[config.mk]
export PLATFORM = sky130hd
export DESIGN_NAME = fpu_result_commit_flat
export DESIGN_NICKNAME = d
export VERILOG_FILES = /design/src/rtl/fpu_result_commit_if.sv /design/src/rtl/fpu_result_commit.sv /design/src/flat_wrapper.sv
export SDC_FILE = /design/constraint.sdc
export NUM_CORES = 1
export LEC_CHECK = 0
export CAP_MARGIN = 20
export CELL_PAD_IN_SITES_DETAIL_PLACEMENT = 0
export CELL_PAD_IN_SITES_GLOBAL_PLACEMENT = 2
export CORE_MARGIN = 10
export CORE_UTILIZATION = 31
export CTS_CLUSTER_DIAMETER = 60
export DETAILED_ROUTE_END_ITERATION = 10
export PLACE_DENSITY = 0.79
export RECOVER_POWER = 100
export SLEW_MARGIN = 20
export SYNTH_ARGS = -nofsm -noshare
export SYNTH_HDL_FRONTEND = slang
export SYNTH_SLANG_ARGS = --single-unit
[constraint.sdc]
create_clock -name clk -period 2.47 [get_ports clk]
set_clock_uncertainty 0.15 [all_clocks]
set_input_delay 0.247 -clock clk [delete_from_list [all_inputs] [get_ports clk]]
set_output_delay 0.247 -clock clk [all_outputs]
set_load 0.02 [all_outputs]
[src/rtl/fpu_result_commit_if.sv]
// Handshake/data bundle between the FPU exception stage, the result commit
// buffer and the downstream consumer. The master modport is the side that
// produces results and consumes commits (the environment); the slave modport
// is the commit block itself.
interface fpu_result_commit_if;
    logic       in_valid;
    logic       in_ready;
    logic [1:0] fp_operation;
    logic       op_is_exception;
    logic [2:0] fp_exce;
    logic [7:0] raw_result;
    logic       out_valid;
    logic       out_ready;
    logic [7:0] fp_result;
    logic [2:0] fp_flags;
    logic       flag_clear;

    modport master (
        output in_valid, fp_operation, op_is_exception, fp_exce, raw_result,
               out_ready, flag_clear,
        input  in_ready, out_valid, fp_result, fp_flags
    );

    modport slave (
        input  in_valid, fp_operation, op_is_exception, fp_exce, raw_result,
               out_ready, flag_clear,
        output in_ready, out_valid, fp_result, fp_flags
    );
endinterface

[src/rtl/fpu_result_commit.sv]
// FPU result commit buffer.
// Classifies each accepted result, substitutes NaN / signed infinity / signed
// zero as required, queues it in a DEPTH-entry FIFO (DEPTH = 2 or 4) and
// accumulates sticky exception flags at accept time.
// Optional feature: define EXCE_COUNT_EN to add the saturating exception
// counter and its exce_count output port.
module fpu_result_commit #(
    parameter int DEPTH = 2
) (
    input  logic                      clk,
    input  logic                      rst_n,
    fpu_result_commit_if.slave        bus
`ifdef EXCE_COUNT_EN
    ,
    output logic [7:0]                exce_count
`endif
);

    localparam int PW = $clog2(DEPTH);
    localparam int CW = PW + 1;
    localparam logic [CW-1:0] DEPTH_C = CW'(DEPTH);

    typedef enum logic [1:0] {
        CLS_PASS = 2'b00,
        CLS_NAN  = 2'b01,
        CLS_INF  = 2'b10,
        CLS_ZERO = 2'b11
    } cls_e;

    // Priority classification: any invalid/reserved indication wins over
    // overflow, which wins over underflow.
    function automatic cls_e classify(input logic [1:0] op,
                                      input logic       op_exc,
                                      input logic [2:0] exce);
        cls_e cls;
        if (op_exc || (op == 2'b11) || exce[2]) begin
            cls = CLS_NAN;
        end else begin
            case (exce[1:0])
                2'b01:   cls = CLS_NAN;
                2'b10:   cls = CLS_INF;
                2'b11:   cls = CLS_ZERO;
                default: cls = CLS_PASS;
            endcase
        end
        return cls;
    endfunction

    // Value committed for a given class; infinity and zero keep the raw sign.
    function automatic logic [7:0] substitute(input cls_e cls, input logic [7:0] raw);
        logic [7:0] val;
        case (cls)
            CLS_NAN:  val = 8'h7F;
            CLS_INF:  val = {raw[7], 7'h78};
            CLS_ZERO: val = {raw[7], 7'h00};
            default:  val = raw;
        endcase
        return val;
    endfunction

    // Sticky flag bit that a class contributes.
    function automatic logic [2:0] flag_bits(input cls_e cls);
        logic [2:0] fb;
        case (cls)
            CLS_NAN:  fb = 3'b001;
            CLS_INF:  fb = 3'b010;
            CLS_ZERO: fb = 3'b100;
            default:  fb = 3'b000;
        endcase
        return fb;
    endfunction

    logic [7:0]    mem_r [DEPTH];
    logic [PW-1:0] rd_ptr_r, rd_ptr_nx;
    logic [PW-1:0] wr_ptr_r, wr_ptr_nx;
    logic [CW-1:0] count_r, count_nx;
    logic [CW-1:0] count_after_pop_s;
    logic          in_ready_r, in_ready_nx;
    logic          out_valid_r, out_valid_nx;
    logic [7:0]    fp_result_r, fp_result_nx;
    logic [2:0]    flags_r, flags_nx;
    logic          push_s;
    logic          pop_s;
    cls_e          cls_s;
    logic [7:0]    entry_s;

    // Handshakes, classification and all next-state values.
    always_comb begin
        push_s            = bus.in_valid & in_ready_r;
        pop_s             = out_valid_r & bus.out_ready;
        cls_s             = classify(bus.fp_operation, bus.op_is_exception, bus.fp_exce);
        entry_s           = substitute(cls_s, bus.raw_result);
        count_nx          = count_r;
        rd_ptr_nx         = rd_ptr_r;
        wr_ptr_nx         = wr_ptr_r;
        fp_result_nx      = fp_result_r;
        flags_nx          = flags_r;
        count_after_pop_s = count_r - {{(CW-1){1'b0}}, pop_s};

        case ({push_s, pop_s})
            2'b10:   count_nx = count_r + {{(CW-1){1'b0}}, 1'b1};
            2'b01:   count_nx = count_r - {{(CW-1){1'b0}}, 1'b1};
            default: count_nx = count_r;
        endcase

        if (pop_s) begin
            rd_ptr_nx = rd_ptr_r + {{(PW-1){1'b0}}, 1'b1};
        end else begin
            rd_ptr_nx = rd_ptr_r;
        end

        if (push_s) begin
            wr_ptr_nx = wr_ptr_r + {{(PW-1){1'b0}}, 1'b1};
        end else begin
            wr_ptr_nx = wr_ptr_r;
        end

        // Registered head: hold when empty, bypass the new entry when it
        // becomes the only one, otherwise present the stored next head.
        if (count_nx == {CW{1'b0}}) begin
            fp_result_nx = fp_result_r;
        end else if (count_after_pop_s == {CW{1'b0}}) begin
            fp_result_nx = entry_s;
        end else begin
            fp_result_nx = mem_r[rd_ptr_nx];
        end

        // Clear first, then OR in this cycle's accept.
        if (bus.flag_clear) begin
            flags_nx = 3'b000;
        end else begin
            flags_nx = flags_r;
        end
        if (push_s) begin
            flags_nx = flags_nx | flag_bits(cls_s);
        end else begin
            flags_nx = flags_nx;
        end

        // Ready depends on occupancy only, never on a same-cycle pop.
        in_ready_nx  = (count_nx < DEPTH_C);
        out_valid_nx = (count_nx != {CW{1'b0}});
    end

    // FIFO storage, pointers, occupancy and registered outputs.
    always_ff @(posedge clk or negedge rst_n) begin
        if (!rst_n) begin
            for (int i = 0; i < DEPTH; i++) begin
                mem_r[i] <= 8'h00;
            end
            rd_ptr_r    <= {PW{1'b0}};
            wr_ptr_r    <= {PW{1'b0}};
            count_r     <= {CW{1'b0}};
            in_ready_r  <= 1'b0;
            out_valid_r <= 1'b0;
            fp_result_r <= 8'h00;
            flags_r     <= 3'b000;
        end else begin
            if (push_s) begin
                mem_r[wr_ptr_r] <= entry_s;
            end
            rd_ptr_r    <= rd_ptr_nx;
            wr_ptr_r    <= wr_ptr_nx;
            count_r     <= count_nx;
            in_ready_r  <= in_ready_nx;
            out_valid_r <= out_valid_nx;
            fp_result_r <= fp_result_nx;
            flags_r     <= flags_nx;
        end
    end

    assign bus.in_ready  = in_ready_r;
    assign bus.out_valid = out_valid_r;
    assign bus.fp_result = fp_result_r;
    assign bus.fp_flags  = flags_r;

`ifdef EXCE_COUNT_EN
    logic [7:0] exce_count_r, exce_count_nx;

    // Saturating count of non-passthrough accepts; clear applies before the increment.
    always_comb begin
        if (bus.flag_clear) begin
            exce_count_nx = 8'h00;
        end else begin
            exce_count_nx = exce_count_r;
        end
        if (push_s && (cls_s != CLS_PASS) && (exce_count_nx != 8'hFF)) begin
            exce_count_nx = exce_count_nx + 8'h01;
        end else begin
            exce_count_nx = exce_count_nx;
        end
    end

    // Exception counter register.
    always_ff @(posedge clk or negedge rst_n) begin
        if (!rst_n) begin
            exce_count_r <= 8'h00;
        end else begin
            exce_count_r <= exce_count_nx;
        end
    end

    assign exce_count = exce_count_r;
`endif

endmodule

[src/flat_wrapper.sv]
// flat-port wrapper written by rule: the top's interface ports become plain ports
module fpu_result_commit_flat 
#(
    parameter int DEPTH = 2
)
  (clk, rst_n, bus_in_valid, bus_fp_operation, bus_op_is_exception, bus_fp_exce, bus_raw_result, bus_out_ready, bus_flag_clear, bus_in_ready, bus_out_valid, bus_fp_result, bus_fp_flags);
  fpu_result_commit_if bus_i ();
  input  logic clk;
  input  logic rst_n;
  input wire logic [$bits(bus_i.in_valid)-1:0] bus_in_valid;
  input wire logic [$bits(bus_i.fp_operation)-1:0] bus_fp_operation;
  input wire logic [$bits(bus_i.op_is_exception)-1:0] bus_op_is_exception;
  input wire logic [$bits(bus_i.fp_exce)-1:0] bus_fp_exce;
  input wire logic [$bits(bus_i.raw_result)-1:0] bus_raw_result;
  input wire logic [$bits(bus_i.out_ready)-1:0] bus_out_ready;
  input wire logic [$bits(bus_i.flag_clear)-1:0] bus_flag_clear;
  output wire logic [$bits(bus_i.in_ready)-1:0] bus_in_ready;
  output wire logic [$bits(bus_i.out_valid)-1:0] bus_out_valid;
  output wire logic [$bits(bus_i.fp_result)-1:0] bus_fp_result;
  output wire logic [$bits(bus_i.fp_flags)-1:0] bus_fp_flags;
  assign bus_i.in_valid = bus_in_valid;
  assign bus_i.fp_operation = bus_fp_operation;
  assign bus_i.op_is_exception = bus_op_is_exception;
  assign bus_i.fp_exce = bus_fp_exce;
  assign bus_i.raw_result = bus_raw_result;
  assign bus_i.out_ready = bus_out_ready;
  assign bus_i.flag_clear = bus_flag_clear;
  assign bus_in_ready = bus_i.in_ready;
  assign bus_out_valid = bus_i.out_valid;
  assign bus_fp_result = bus_i.fp_result;
  assign bus_fp_flags = bus_i.fp_flags;
  fpu_result_commit #(.DEPTH(DEPTH)) u_core (.clk(clk), .rst_n(rst_n), .bus(bus_i));
endmodule
-- Word-level counts from Yosys, hierarchy flattened
Cells that the tools add are included.
- add/sub/neg operators: 5
- divide/modulo/power cells: 0
- bitwise gates (word level): 5
- $lt $le $gt $ge: 4
- reductions and logical operators: 6
- muxes and demuxes: 16
- shifts and indexed selects: 0
- equal/unequal tests: 9
- multipliers: 0
- operators with widths (cell ; number):
    2-to-1 mux 8 bit ; 5
    case mux 8 bit (3 select lines) ; 1
    bitwise mux 16 bit ; 1
    equality test 2 bit (second input constant) ; 6
    2-to-1 mux 3 bit ; 3
    case mux 3 bit (3 select lines) ; 1
    demux 8 bit (select 1 bit) ; 1
    equality test 2 x 1 -> 1 bit (second input constant) ; 3
    case mux 2 bit (3 select lines) ; 1
    greater-or-equal comparator 2 bit (second input constant) ; 2
    logical NOT 2 bit ; 2
    NOT 1 -> 2 bit ; 2
    case mux 2 bit (2 select lines) ; 1
    OR 3 bit ; 1
    adder 1 bit (second input constant) ; 2
    adder 2 x 1 -> 2 bit (second input constant) ; 1
    AND 1 bit ; 2
    logical OR 1 bit ; 2
    < comparator 2 x 1 -> 1 bit (second input constant) ; 1
    < comparator 2 bit (second input constant) ; 1
    2-to-1 mux 2 bit ; 1
    nonzero test 2 bit ; 1
    subtractor 2 x 1 -> 2 bit ; 1
    subtractor 2 x 1 -> 2 bit (second input constant) ; 1
    other kinds (2) ; 2
- bits in read-only memories: 0
- bits in writable memories: 0
- word-level logic and storage cells: 54
- latch bits: 0
- input bits: 19
- flip-flop bits (word level): 33
- memories kept: 0

-- Longest topological paths before layout
- depth after elaboration: 9
- mapped depth: 7

-- Worst setup path after synthesis
No wires, ideal clock.
- path kind: register -> register
- start: register u_core.out_valid_r, in the netlist u_core.bus.out_valid
- end: register u_core.fp_result_r[0], in the netlist u_core.bus.fp_result[0]
- data required time: 2.199 ns
- setup time: 0.121 ns
- path buffers: 1
- period minus slack after synthesis: 1.953 ns
- stages on the path, launching flop included: 7
- arrival: 1.682 ns
- path slack: 0.517 ns
- cell sequence: dfrtp_1 and2_1 ha_1 nor2b_1 a22o_2 buf_6 a22o_1
- longest elaborated chain between the ends: 7
- elaborated cells on any way between the ends: 13
- RTL lines (item ; RTL line ; text):
    start: declaration ; fpu_result_commit.sv:79 ; logic out_valid_r, out_valid_nx;
    start signal: assignment ; fpu_result_commit.sv:166 ; out_valid_r <= out_valid_nx;
    AND 1 bit * ; fpu_result_commit.sv:90 ; pop_s = out_valid_r & bus.out_ready;
    2-to-1 mux 1 bit ; fpu_result_commit.sv:106 ; if (pop_s) begin
    NOT 1 -> 2 bit (implied by the code) ; fpu_result_commit.sv:125 ; fp_result_nx = mem_r[rd_ptr_nx];
    2-to-1 mux 8 bit (implied by the code) (3 in a row) ; fpu_result_commit.sv:125 ;
    2-to-1 mux 8 bit ; fpu_result_commit.sv:122 ; end else if (count_after_pop_s == {CW{1'b0}}) begin
    end signal: assignment ; fpu_result_commit.sv:167 ; fp_result_r <= fp_result_nx;
    end: declaration ; fpu_result_commit.sv:80 ; logic [7:0] fp_result_r, fp_result_nx;
Every way passes the cells marked *; elsewhere a longest branch is shown, timed or not. The select of a mux whose other input is x is not followed.
A chain may end at the register's enable or synchronous reset.

-- Final worst setup path
- start: input port bus_out_ready
- end: register u_core.fp_result_r[6], in the netlist u_core.bus.fp_result[6]
- longest elaborated chain between the ends: 7
- elaborated cells on any way between the ends: 13
- RTL lines (item ; RTL line ; text):
    start: declaration ; flat_wrapper.sv:15 ; input wire logic [$bits(bus_i.out_ready)-1:0] bus_out_ready;
    AND 1 bit * ; fpu_result_commit.sv:90 ;
    2-to-1 mux 1 bit ; fpu_result_commit.sv:106 ;
    NOT 1 -> 2 bit (implied by the code) ; fpu_result_commit.sv:125 ;
    2-to-1 mux 8 bit (implied by the code) (3 in a row) ; fpu_result_commit.sv:125 ;
    2-to-1 mux 8 bit ; fpu_result_commit.sv:122 ;
Marked as above.

==> qor.txt <==
clk sinks = 33
clock latency at the later pin of the worst-skew pair = 0.28 ns
total grt overflow = 0
syn nets = 186
Post-CTS Setup Repair Bufs = 0
core area = 5040 um2
CTS buffer count = 5
GR Layer Usage met2 = 0.148
startpoint types = input pin
Initial Util = 0.317
R2R Path Start = u_core.bus.out_valid$_DFF_PN0_
post-cts resize count = 0
clk root buf = clkbuf_8
Worst path max stage delay = 0.62 ns
sequential share of the synthesized area = 0.517
vias per cell = 4.95
DIE AREA = 8430 um2
required time worst endpoint = 2.49 ns
wire length per cell = 15.2 um
minimum clock period = 2.13 ns
Critical Path Start = bus_out_ready
Post-synth ARST share = 1.00
Placement Rows = 26
post-route setup TNS = 0 ns
Area Growth Syn to Fin = 27.6%
clk slew on worst S/H paths = 0.07 ns
Iter 0 DRT Violations = 144
Hold Crit Class = flop to flop
Critical path buffers and inverters = 1
Pwr per Cell Area = 1280 nW/um2
status = complete, no violations
Syn Inst Count = 166
mux contribution to synthesized area = 0
H-tree levels = 2
Die X = 91.8 um
layout cells sized above 1 = 0.0650
Worst VDD drop = 0.380 mV
total power = 2600 uW
ANT nets after route = 0
synthesized area per cell = 9.63 um2
Ant. Diodes = 0
PortBufs = 31
HP Start = u_core.mem_r[1]$_DFFE_PN0P_
Hold Buf Count CTS = 0
vias in the first global route = 1371
Setup violations, final = 0
Setup Crit Path Kind = input pin to flop
main combinational cell family by area after synthesis = compound AO/OA/AOI/OAI gates
Crit path max-delay family = compound AO/OA/AOI/OAI gates
CP Max Fanout = 16
DR DRC count = 0
Post-Synthesis Cell Area = 1600 um2
grt met1 use = 0.133
critical path data arrival time = 2.15 ns
simple-gate share of the synthesized area = 0.164
met3 usage = 0.0424
largest cells by area after synthesis = dfrtp_1 (52%), nand2_1 (5.2%), nand3_1 (5.0%)
IO Pins = 32
HPWL Detailed = 2.95 mm
Final Hold Fails = 0
Top Usage Layer GRT = met2
Final nets = 219
RSZ-0062 raised after global routing = no
CTS tree = built
top_reg_cell synth = dfrtp_1
post-synth top area share = 0.517
Compound-Gate Fraction of Synth Area = 0.239
number of synthesized flops with an enable pin = 0
number of distinct library cells after synthesis = 38
largest net degree at the start of global routing = 34
Slowest-stage cell, CP = dlygate4sd3_1
area share of fa/ha/maj cells after synthesis = 0.00783
yosys warns = 0
Post-Synth XOR/XNOR Area = 0.0219
maximum clock rate = 0.469 GHz
area leader, netlist = dfrtp_1
CP Cell Sequence = dlygate4sd3_1 -> and2_0 -> ha_1 -> nor2b_1 -> a22o_2 -> a21oi_1 -> a22o_1
max-cap viol count = 0
leak pwr = 0.000905 uW
Clock Path Buffers = 2
final worst path period share = 0.863
Setup crit end kind = flop
initial antenna violation count = 0
Rel. slew slack = 0.443
worst slew pin tran = 0.835 ns
Vias = 1336
fill cell count = 508
Placer Congestion = 0.806
Die Y = 91.8 um
WL final = 4.10 mm
first-pass GRT wire length = 7.07 mm
Final Max Tran Viols = 0
Pre-antenna DRT Iters = 4
#FFs+latches synth = 33
GRT Resource Usage Total = 0.102
-- flip-flops by register name (all words and copies together), names as in the netlist --
signal,count
u_core.bus.fp_result,8
u_core.mem_r,16
u_core.bus.in_ready,1
u_core.count_r,2
u_core.bus.fp_flags,3
u_core.wr_ptr_r,1
u_core.rd_ptr_r,1
u_core.bus.out_valid,1
-- cell usage in the layout, fill, tap and decap left out, types with 2 or more instances in the layout --
master            n
xnor2_1           2
clkbuf_1          2
nor2_1            2
dfrtp_1          33
clkbuf_8          7
o22ai_1           2
dlygate4sd3_1    17
nand2_1          22
nand3_1          16
or3_1             4
xor2_1            2
or2_0             2
or2_1             3
a21oi_1          15
o21ai_0          19
a22o_1            7
o21ai_1           5
clkdlybuf4s50_1  14
inv_1             5
-- tightest hold or removal path, stage by stage (launching register included) --
cell and delay (ns):
dfrtp_1 0.34, nand2_1 0.04, o21ai_0 0.07
-- final cells by class --
cell class | instances | area [um2] | share of cell area
multi-input cells | 118 | 672 | 0.329
well taps | 70 | 87.6 | 0.0429
inverters | 6 | 22.5 | 0.0110
flip-flops and latches | 33 | 826 | 0.405
repair buffers | 35 | 330 | 0.162
clock inverters | 1 | 5.00 | 0.00245
clock buffers | 7 | 96.3 | 0.0472
-- cells by family after synthesis --
logic type                 after synthesis
adders and majority gates                1
and+or+nand+nor                         54
buffers and inverters                   15
xor gates and xnor gates                 4
AOI/OAI and AO/OA                       59
DFF                                     33
-- worst paths after layout --
kind                            cells after the start  slack (ns)                                   to
worst max-delay path                                7        0.34  u_core.bus.fp_result[6]$_DFFE_PN0P_
worst min-delay path                                2        0.33          u_core.mem_r[1]$_DFFE_PN0P_
worst max register to register                      6        0.47  u_core.bus.fp_result[6]$_DFFE_PN0P_
worst min register to register                      2        0.33          u_core.mem_r[1]$_DFFE_PN0P_
max in group asynchronous                           2        1.21         u_core.mem_r[13]$_DFFE_PN0P_
min in group asynchronous                           2        0.44          u_core.wr_ptr_r$_DFFE_PN0N_
-- power by group --
group	switching, uW	leakage, uW	internal (uW)
Combinational	668	0.000455	520
Clock	198	0.0000542	252
Sequential	160	0.000396	805
-- cell usage after synthesis, types with 2 or more instances --
cell type / count
dfrtp_1: 33
o21ai_1: 16
xnor2_1: 2
a21oi_2: 4
buf_6: 2
o21ai_0: 8
xor2_1: 2
nand3_1: 16
o22ai_1: 2
a22o_1: 7
or2_1: 4
nor2_1: 2
nand2_1: 22
inv_1: 5
buf_2: 4
or3_1: 4
a21oi_1: 12
-- stage by stage --
step / instance area (um2) / util / setup WS, ns / instances / hold slack (ns)
after global placement: 1970 / 0.390 / 0.237 / 262 / 0.313
after CTS: 2070 / 0.410 / 0.469 / 270 / 0.236
final: 2040 / 0.404 / 0.338 / 270 / 0.334
after floorplan: 1600 / - / 0.517 / 166 / -0.199
after global routing: 2040 / 0.404 / 0.204 / 270 / 0.348
after detailed placement: 1970 / 0.390 / 0.171 / 262 / 0.320
-- per-layer routing --
metal	vias up	share of wire
li1	657	-
met1	632	0.50
met2	42	0.42
met3	5	0.074
met4	0	0.0083
met5	-	0
No activity file was read; power rests on OpenSTA's default activity.
